$ cat src/rtl/tinybf_pkg.sv
// Shared encodings for the tape access path: core command opcodes and
// the access controller's sequencer states.
package tinybf_pkg;

    typedef enum logic [2:0] {
        OP_PTR_INC  = 3'd0,
        OP_PTR_DEC  = 3'd1,
        OP_CELL_INC = 3'd2,
        OP_CELL_DEC = 3'd3,
        OP_CELL_WR  = 3'd4,
        OP_CELL_RD  = 3'd5,
        OP_NOP      = 3'd6
    } op_e;

    typedef enum logic [2:0] {
        ST_IDLE = 3'd0,
        ST_RD   = 3'd1,
        ST_MOD  = 3'd2,
        ST_WR   = 3'd3,
        ST_DRD  = 3'd4,
        ST_DCAP = 3'd5
    } state_e;

    // Ops that need a read of the current cell before responding.
    function automatic logic needs_read(input logic [2:0] op);
        return (op == OP_CELL_INC) || (op == OP_CELL_DEC) || (op == OP_CELL_RD);
    endfunction

endpackage

$ cat src/rtl/tape_rr_arbiter.sv
// Two-requester round-robin arbiter. Requester 0 is the core, requester 1 the
// debug port; on contention the one not granted last wins.
module tape_rr_arbiter (
    input  logic       clk_i,
    input  logic       rst_i,
    input  logic [1:0] req,
    input  logic       enable,
    output logic [1:0] gnt
);

    // 1 means the debug requester held the most recent grant.
    logic last_gnt_q;

    always_comb begin
        gnt = 2'b00;
        if (enable) begin
            gnt[0] = req[0] & (~req[1] | last_gnt_q);
            gnt[1] = req[1] & (~req[0] | ~last_gnt_q);
        end
    end

    always_ff @(posedge clk_i or negedge rst_i) begin
        if (!rst_i) begin
            last_gnt_q <= 1'b1;
        end else if (gnt[0]) begin
            last_gnt_q <= 1'b0;
        end else if (gnt[1]) begin
            last_gnt_q <= 1'b1;
        end
    end

endmodule

$ cat src/rtl/tape_access_ctrl.sv
// Tape access sequencer: owns the data pointer, turns core tape commands into
// timed accesses on a 1-cycle-latency memory, and shares it with a debug reader.
module tape_access_ctrl
    import tinybf_pkg::*;
#(
    parameter int CELL_W = 8,
    parameter int DEPTH  = 16,
    localparam int AW    = $clog2(DEPTH)
) (
    input  logic              clk_i,
    input  logic              rst_i,
    // Handshake: a command/debug request transfers on the rising edge where
    // valid (or req) and ready (or gnt) are both high; ready/gnt are only
    // offered in IDLE and never depend on anything but state and requests.
    input  logic              cmd_valid_i,
    output logic              cmd_ready_o,
    input  logic [2:0]        cmd_op_i,
    input  logic [CELL_W-1:0] cmd_data_i,
    output logic              rsp_valid_o,
    output logic [CELL_W-1:0] rsp_data_o,
    output logic              rsp_zero_o,
    output logic [AW-1:0]     ptr_o,
    input  logic              dbg_req_i,
    input  logic [AW-1:0]     dbg_addr_i,
    output logic              dbg_gnt_o,
    output logic              dbg_valid_o,
    output logic [CELL_W-1:0] dbg_data_o,
    output logic              mem_ren_o,
    output logic [AW-1:0]     mem_raddr_o,
    input  logic [CELL_W-1:0] mem_rdata_i,
    output logic              mem_wen_o,
    output logic [AW-1:0]     mem_waddr_o,
    output logic [CELL_W-1:0] mem_wdata_o,
    output state_e            state_o
);

    state_e            state_q, state_d;
    logic [AW-1:0]     ptr_q;
    logic [2:0]        op_q;
    logic [CELL_W-1:0] data_q;
    logic [AW-1:0]     dbg_addr_q;
    logic              rsp_valid_q;
    logic [CELL_W-1:0] rsp_data_q;
    logic              dbg_valid_q;
    logic [CELL_W-1:0] dbg_data_q;
    logic [CELL_W-1:0] new_val;
    logic [1:0]        gnt;
    logic              core_gnt;
    logic              dbg_gnt;

    tape_rr_arbiter u_arb (
        .clk_i  (clk_i),
        .rst_i  (rst_i),
        .req    ({dbg_req_i, cmd_valid_i}),
        .enable (state_q == ST_IDLE),
        .gnt    (gnt)
    );

    assign core_gnt    = gnt[0];
    assign dbg_gnt     = gnt[1];
    assign cmd_ready_o = core_gnt;
    assign dbg_gnt_o   = dbg_gnt;
    assign rsp_valid_o = rsp_valid_q;
    assign rsp_data_o  = rsp_data_q;
    assign rsp_zero_o  = (rsp_data_q == '0);
    assign ptr_o       = ptr_q;
    assign dbg_valid_o = dbg_valid_q;
    assign dbg_data_o  = dbg_data_q;
    assign state_o     = state_q;

    always_comb begin
        new_val = mem_rdata_i;
        if (op_q == OP_CELL_INC) begin
            new_val = mem_rdata_i + CELL_W'(1);
        end else if (op_q == OP_CELL_DEC) begin
            new_val = mem_rdata_i - CELL_W'(1);
        end
    end

    always_comb begin
        state_d     = state_q;
        mem_ren_o   = 1'b0;
        mem_raddr_o = '0;
        mem_wen_o   = 1'b0;
        mem_waddr_o = '0;
        mem_wdata_o = '0;
        case (state_q)
            ST_IDLE: begin
                if (core_gnt) begin
                    if (needs_read(cmd_op_i)) begin
                        state_d = ST_RD;
                    end else if (cmd_op_i == OP_CELL_WR) begin
                        state_d = ST_WR;
                    end
                end else if (dbg_gnt) begin
                    state_d = ST_DRD;
                end
            end
            ST_RD: begin
                mem_ren_o   = 1'b1;
                mem_raddr_o = ptr_q;
                state_d     = ST_MOD;
            end
            ST_MOD: begin
                // CELL_RD only reports the cell, no write-back.
                if (op_q != OP_CELL_RD) begin
                    mem_wen_o   = 1'b1;
                    mem_waddr_o = ptr_q;
                    mem_wdata_o = new_val;
                end
                state_d = ST_IDLE;
            end
            ST_WR: begin
                mem_wen_o   = 1'b1;
                mem_waddr_o = ptr_q;
                mem_wdata_o = data_q;
                state_d     = ST_IDLE;
            end
            ST_DRD: begin
                mem_ren_o   = 1'b1;
                mem_raddr_o = dbg_addr_q;
                state_d     = ST_DCAP;
            end
            ST_DCAP: begin
                state_d = ST_IDLE;
            end
            default: begin
                state_d = ST_IDLE;
            end
        endcase
    end

    always_ff @(posedge clk_i or negedge rst_i) begin
        if (!rst_i) begin
            state_q     <= ST_IDLE;
            ptr_q       <= '0;
            op_q        <= OP_NOP;
            data_q      <= '0;
            dbg_addr_q  <= '0;
            rsp_valid_q <= 1'b0;
            rsp_data_q  <= '0;
            dbg_valid_q <= 1'b0;
            dbg_data_q  <= '0;
        end else begin
            state_q     <= state_d;
            rsp_valid_q <= 1'b0;
            dbg_valid_q <= 1'b0;
            if (core_gnt) begin
                op_q   <= cmd_op_i;
                data_q <= cmd_data_i;
                case (cmd_op_i)
                    OP_PTR_INC: begin
                        ptr_q       <= ptr_q + AW'(1);
                        rsp_valid_q <= 1'b1;
                    end
                    OP_PTR_DEC: begin
                        ptr_q       <= ptr_q - AW'(1);
                        rsp_valid_q <= 1'b1;
                    end
                    OP_CELL_INC, OP_CELL_DEC, OP_CELL_WR, OP_CELL_RD: begin
                        rsp_valid_q <= 1'b0;
                    end
                    default: begin
                        rsp_valid_q <= 1'b1;
                    end
                endcase
            end
            if (dbg_gnt) begin
                dbg_addr_q <= dbg_addr_i;
            end
            case (state_q)
                ST_MOD: begin
                    rsp_valid_q <= 1'b1;
                    rsp_data_q  <= new_val;
                end
                ST_WR: begin
                    rsp_valid_q <= 1'b1;
                    rsp_data_q  <= data_q;
                end
                ST_DCAP: begin
                    dbg_valid_q <= 1'b1;
                    dbg_data_q  <= mem_rdata_i;
                end
                default: begin
                end
            endcase
        end
    end

endmodule

$ cat config.mk
export PLATFORM = sky130hd
export DESIGN_NAME = tape_access_ctrl
export DESIGN_NICKNAME = d
export VERILOG_FILES = /design/src/rtl/tinybf_pkg.sv /design/src/rtl/tape_rr_arbiter.sv /design/src/rtl/tape_access_ctrl.sv
export SDC_FILE = /design/constraint.sdc
export NUM_CORES = 1
export LEC_CHECK = 0
export CAP_MARGIN = 20
export CELL_PAD_IN_SITES_DETAIL_PLACEMENT = 1
export CELL_PAD_IN_SITES_GLOBAL_PLACEMENT = 1
export CORE_MARGIN = 4
export CORE_UTILIZATION = 37
export DETAILED_ROUTE_END_ITERATION = 7
export GPL_TIMING_DRIVEN = 0
export PLACE_DENSITY_LB_ADDON = 0.1
export RECOVER_POWER = 25
export SLEW_MARGIN = 40
export SYNTH_ARGS = -nofsm -noshare
export SYNTH_HDL_FRONTEND = slang
export SYNTH_SLANG_ARGS = --single-unit
$ cat constraint.sdc
create_clock -name clk_i -period 4.82 [get_ports clk_i]
set_input_delay 0.723 -clock clk_i [delete_from_list [all_inputs] [get_ports clk_i]]
set_output_delay 0.723 -clock clk_i [all_outputs]
set_load 0.01 [all_outputs]
==> impl_metrics.csv <==
group,metric,value,unit
synth,synth_top_cells_by_area,"dfrtp_1 42%, nand2_1 7.8%, mux2_2 6.0%, dfstp_2 3.5%, nor2_1 3.0%",
finish,syn_to_final_growth,41.09,%
detailed_routing,drc,0,
min_path,hold_depth,2,
sta,post-route-min-period,4.005,ns
finish,nNetsFinal,354,
setup_path,start_kind,"input pin",
synth,synth_fp_nets,275,
placed_design,portBuffers,72,
sta,hold_viol,0,
setup_path,crit_type,"input pin to output pin",
clocking,post_cts.repair.setup_buffers,0,
synth,netlist_instances,243,
synth,netlist_area,2260,µm²
grt,antenna_found_initial,0,
synth,synth-main-ff-cell,"dfrtp_1",
sta,finalSetupViolCount,0,
grt,grt_pass1_wl,11320,µm
setup_path,crit_fanout,5,
min_path,hp-start,"data_q[1]",
setup_path,r2r_end,"rsp_valid_o",
clocking,cts.sinks,41,
clocking,cts_resized,0,
grt,grt_start_max_net_pins,42,
setup_path,ff2ff_path_depth,5,
sta,fin_crit_sh,0.8309,
sta,rsz0062_at_grt,"no",
sta,tightest_slew,2.294,ns
power,ir_drop,295.9,µV
clocking,clkLatencyLatePin,0.30,ns
synth,yosys.area.top_type,"dfrtp_1",
setup_path,cp.arrival,3.28,ns
detailed_routing,firstDrtPassIters,4,
synth,synth.most_common_cell,"nand2_1",
grt,grt_use_met1,0.2361,
clocking,clock-root-buffer,"clkbuf_8",
sta,finClkSkew,0.009241,ns
power,pwr-share-seq,0.336,
floorplan,die_x,86.15,µm
floorplan,coreArea,5921,µm²
synth,async_flop_share,1.000,
clocking,cts_tree,"built",
power,p_sw_frac,0.3845,
grt,grt_overflow,0,
detailed_routing,via_count,2089,
detailed_routing,antenna_left,0,
grt,top_usage_layer,"met2",
synth,synth_edf_count,0,
grt,grtUsageTotal,0.1946,
detailed_routing,via_per_inst,5.249,
sta,fmax,0.2497,GHz
floorplan,num_rows,28,
finish,antenna_cells,0,
synth,ys_ff_latch,41,
floorplan,ios,73,
clocking,cts_buffers,5,
power,powerDensity,600.5,nW/µm²
synth,yosys_warnings,0,
job,max_cap_viol_count,1,
placed_design,gp_congestion,0.8084,
power,power_frac_comb,0.508,
power,p_clk_frac,0.156,
floorplan,initial_core_util,0.3817,
sta,timing.hold.ws,0.4854,ns
min_path,whs_endpoint,"data_q[1]",
power,power.switching,0.7361,mW
power,p_leak,1.372,nW
setup_path,setup.worst_path.end_class,"output pin",
run_status,status,"complete, but fails checks",
synth,syn_avg_cell_area,9.299,µm²
setup_path,rr_startpoint,"state_o[2]",
sta,finalSetupTns,0,ns
floorplan,dieHeight,86.15,µm
clocking,cts_hold_buf,0,
detailed_routing,drtIter0Drc,89,
detailed_routing,wl_per_cell,17.09,µm
floorplan,die_area,7422,µm²
grt,grt_pass1_vias,2331,
synth,synth_cell_types,46,
power,p_int,1.178,mW
synth,synth_common_cells,"47 x nand2_1, 38 x dfrtp_1, 18 x nor2_1",
grt,met3_usage,0.03746,
synth,synth_top_area_frac,0.4208,
min_path,hold_path_class,"flop to flop",
placed_design,dp_hpwl,5381,µm
grt,grt_use_met2,0.3455,
setup_path,required,4.10,ns
sta,relSlewSlack,-0.5291,
clocking,cts_max_path_buffers,2,
finish,drive_gt1_frac,0.08978,
run_status,violations,"max-capacitance violations, max-slew violations",
synth,seq_area_frac_synth,0.4557,
detailed_routing,wirelength,6801,µm
setup_path,rrSetupSlack,2.68,ns
clocking,htreeDepth,2,
sta,maxSlewViolCount,42,
clocking,path_clk_slew,0.08,ns
[layout make-up]
cell class | count | area [µm²]
fillers | 698 | 2733
multi-input cells | 181 | 1144
flip-flops and latches | 41 | 1030
repair buffers | 72 | 714.4
well taps | 75 | 93.84
clock buffers | 6 | 82.58
plain buffers | 11 | 48.80
clock inverters | 2 | 37.54
inverters | 10 | 37.54
[worst max path at each step]
stage	start	to	slack, ns	cells after the start
2_1_floorplan	mem_rdata_i[0]	mem_wdata_o[7]	1.98	5
3_3_place_gp	mem_rdata_i[0]	mem_wdata_o[7]	0.87	7
3_5_place_dp	mem_rdata_i[0]	mem_wdata_o[7]	0.82	7
4_1_cts	mem_rdata_i[0]	mem_wdata_o[7]	0.82	7
5_1_grt	mem_rdata_i[0]	mem_wdata_o[7]	0.66	7
6_report	mem_rdata_i[0]	mem_wdata_o[7]	0.81	7
[power by group through the flow]
stage | Sequential, mW | Combinational (mW) | Clock, mW
after global routing | 0.670 | 1.07 | 0.318
after detailed placement | 0.649 | 0.984 | 0
after CTS | 0.645 | 0.988 | 0.302
final | 0.643 | 0.973 | 0.298
after global placement | 0.639 | 0.948 | 0
after floorplan | 0.659 | 0.477 | 0
[through the flow]
stage                     utilization  total power, mW  worst slack (ns)  instances  cell area (µm²)
after global placement         0.5192            1.587            0.8708        390             3074
after floorplan                     -            1.136             1.983        243             2260
final                          0.5385            1.914            0.8150        398             3188
after detailed placement       0.5188            1.633            0.8181        390             3072
after CTS                      0.5391            1.935            0.8160        398             3192
after global routing           0.5385            2.058            0.6638        398             3188
[critical path, cell delays in order]
cell and delay (ns):
clkdlybuf4s50_1 0.49, or4b_4 0.59, nor4_4 0.20, a22oi_2 0.12
or4b_1 0.50, nand3_1 0.11, clkdlybuf4s50_1 0.54
[cells in the final DEF, fill, tap and decap left out, types with 3 or more instances in the layout]
cell             instances
inv_1                    9
nor3_1                   7
nor2_1                  18
xor2_1                   7
a21oi_1                  9
clkbuf_1                10
dfrtp_1                 38
mux2i_1                  3
clkdlybuf4s50_1         71
clkbuf_8                 6
nand2_1                 47
nand3_1                  8
a22oi_1                  6
ha_1                     4
a21o_1                   3
o21ai_0                  8
nor2b_1                  3
dfstp_2                  3
mux2_2                  12
xnor2_1                  4
nand2b_1                 6
and2_1                   3
[logic make-up after synthesis]
logic type / Yosys count / share of synthesized area
buffers and inverters: 21 / 0.03820
multiplexers: 15 / 0.07309
AO/OA/AOI/OAI: 40 / 0.1152
adder cells (fa/ha/maj): 5 / 0.03101
XOR/XNOR: 11 / 0.04263
AND/OR/NAND/NOR: 110 / 0.2442
flip-flops: 41 / 0.4557
[state kept, by name (all words and copies together) (netlist names)]
| signal | count |
|---|---|
| data_q | 8 |
| dbg_data_o | 8 |
| rsp_data_o | 8 |
| dbg_addr_q | 4 |
| ptr_o | 4 |
| op_q | 3 |
| state_o | 3 |
| dbg_valid_o | 1 |
| rsp_valid_o | 1 |
| u_arb.last_gnt_q | 1 |
[layer usage]
metal,share of wire,up-vias
met2,0.53,48
li1,-,997
met4,0.014,0
met1,0.42,1036
met3,0.039,8
met5,0,-
No activity file was read; power rests on OpenSTA's default activity.
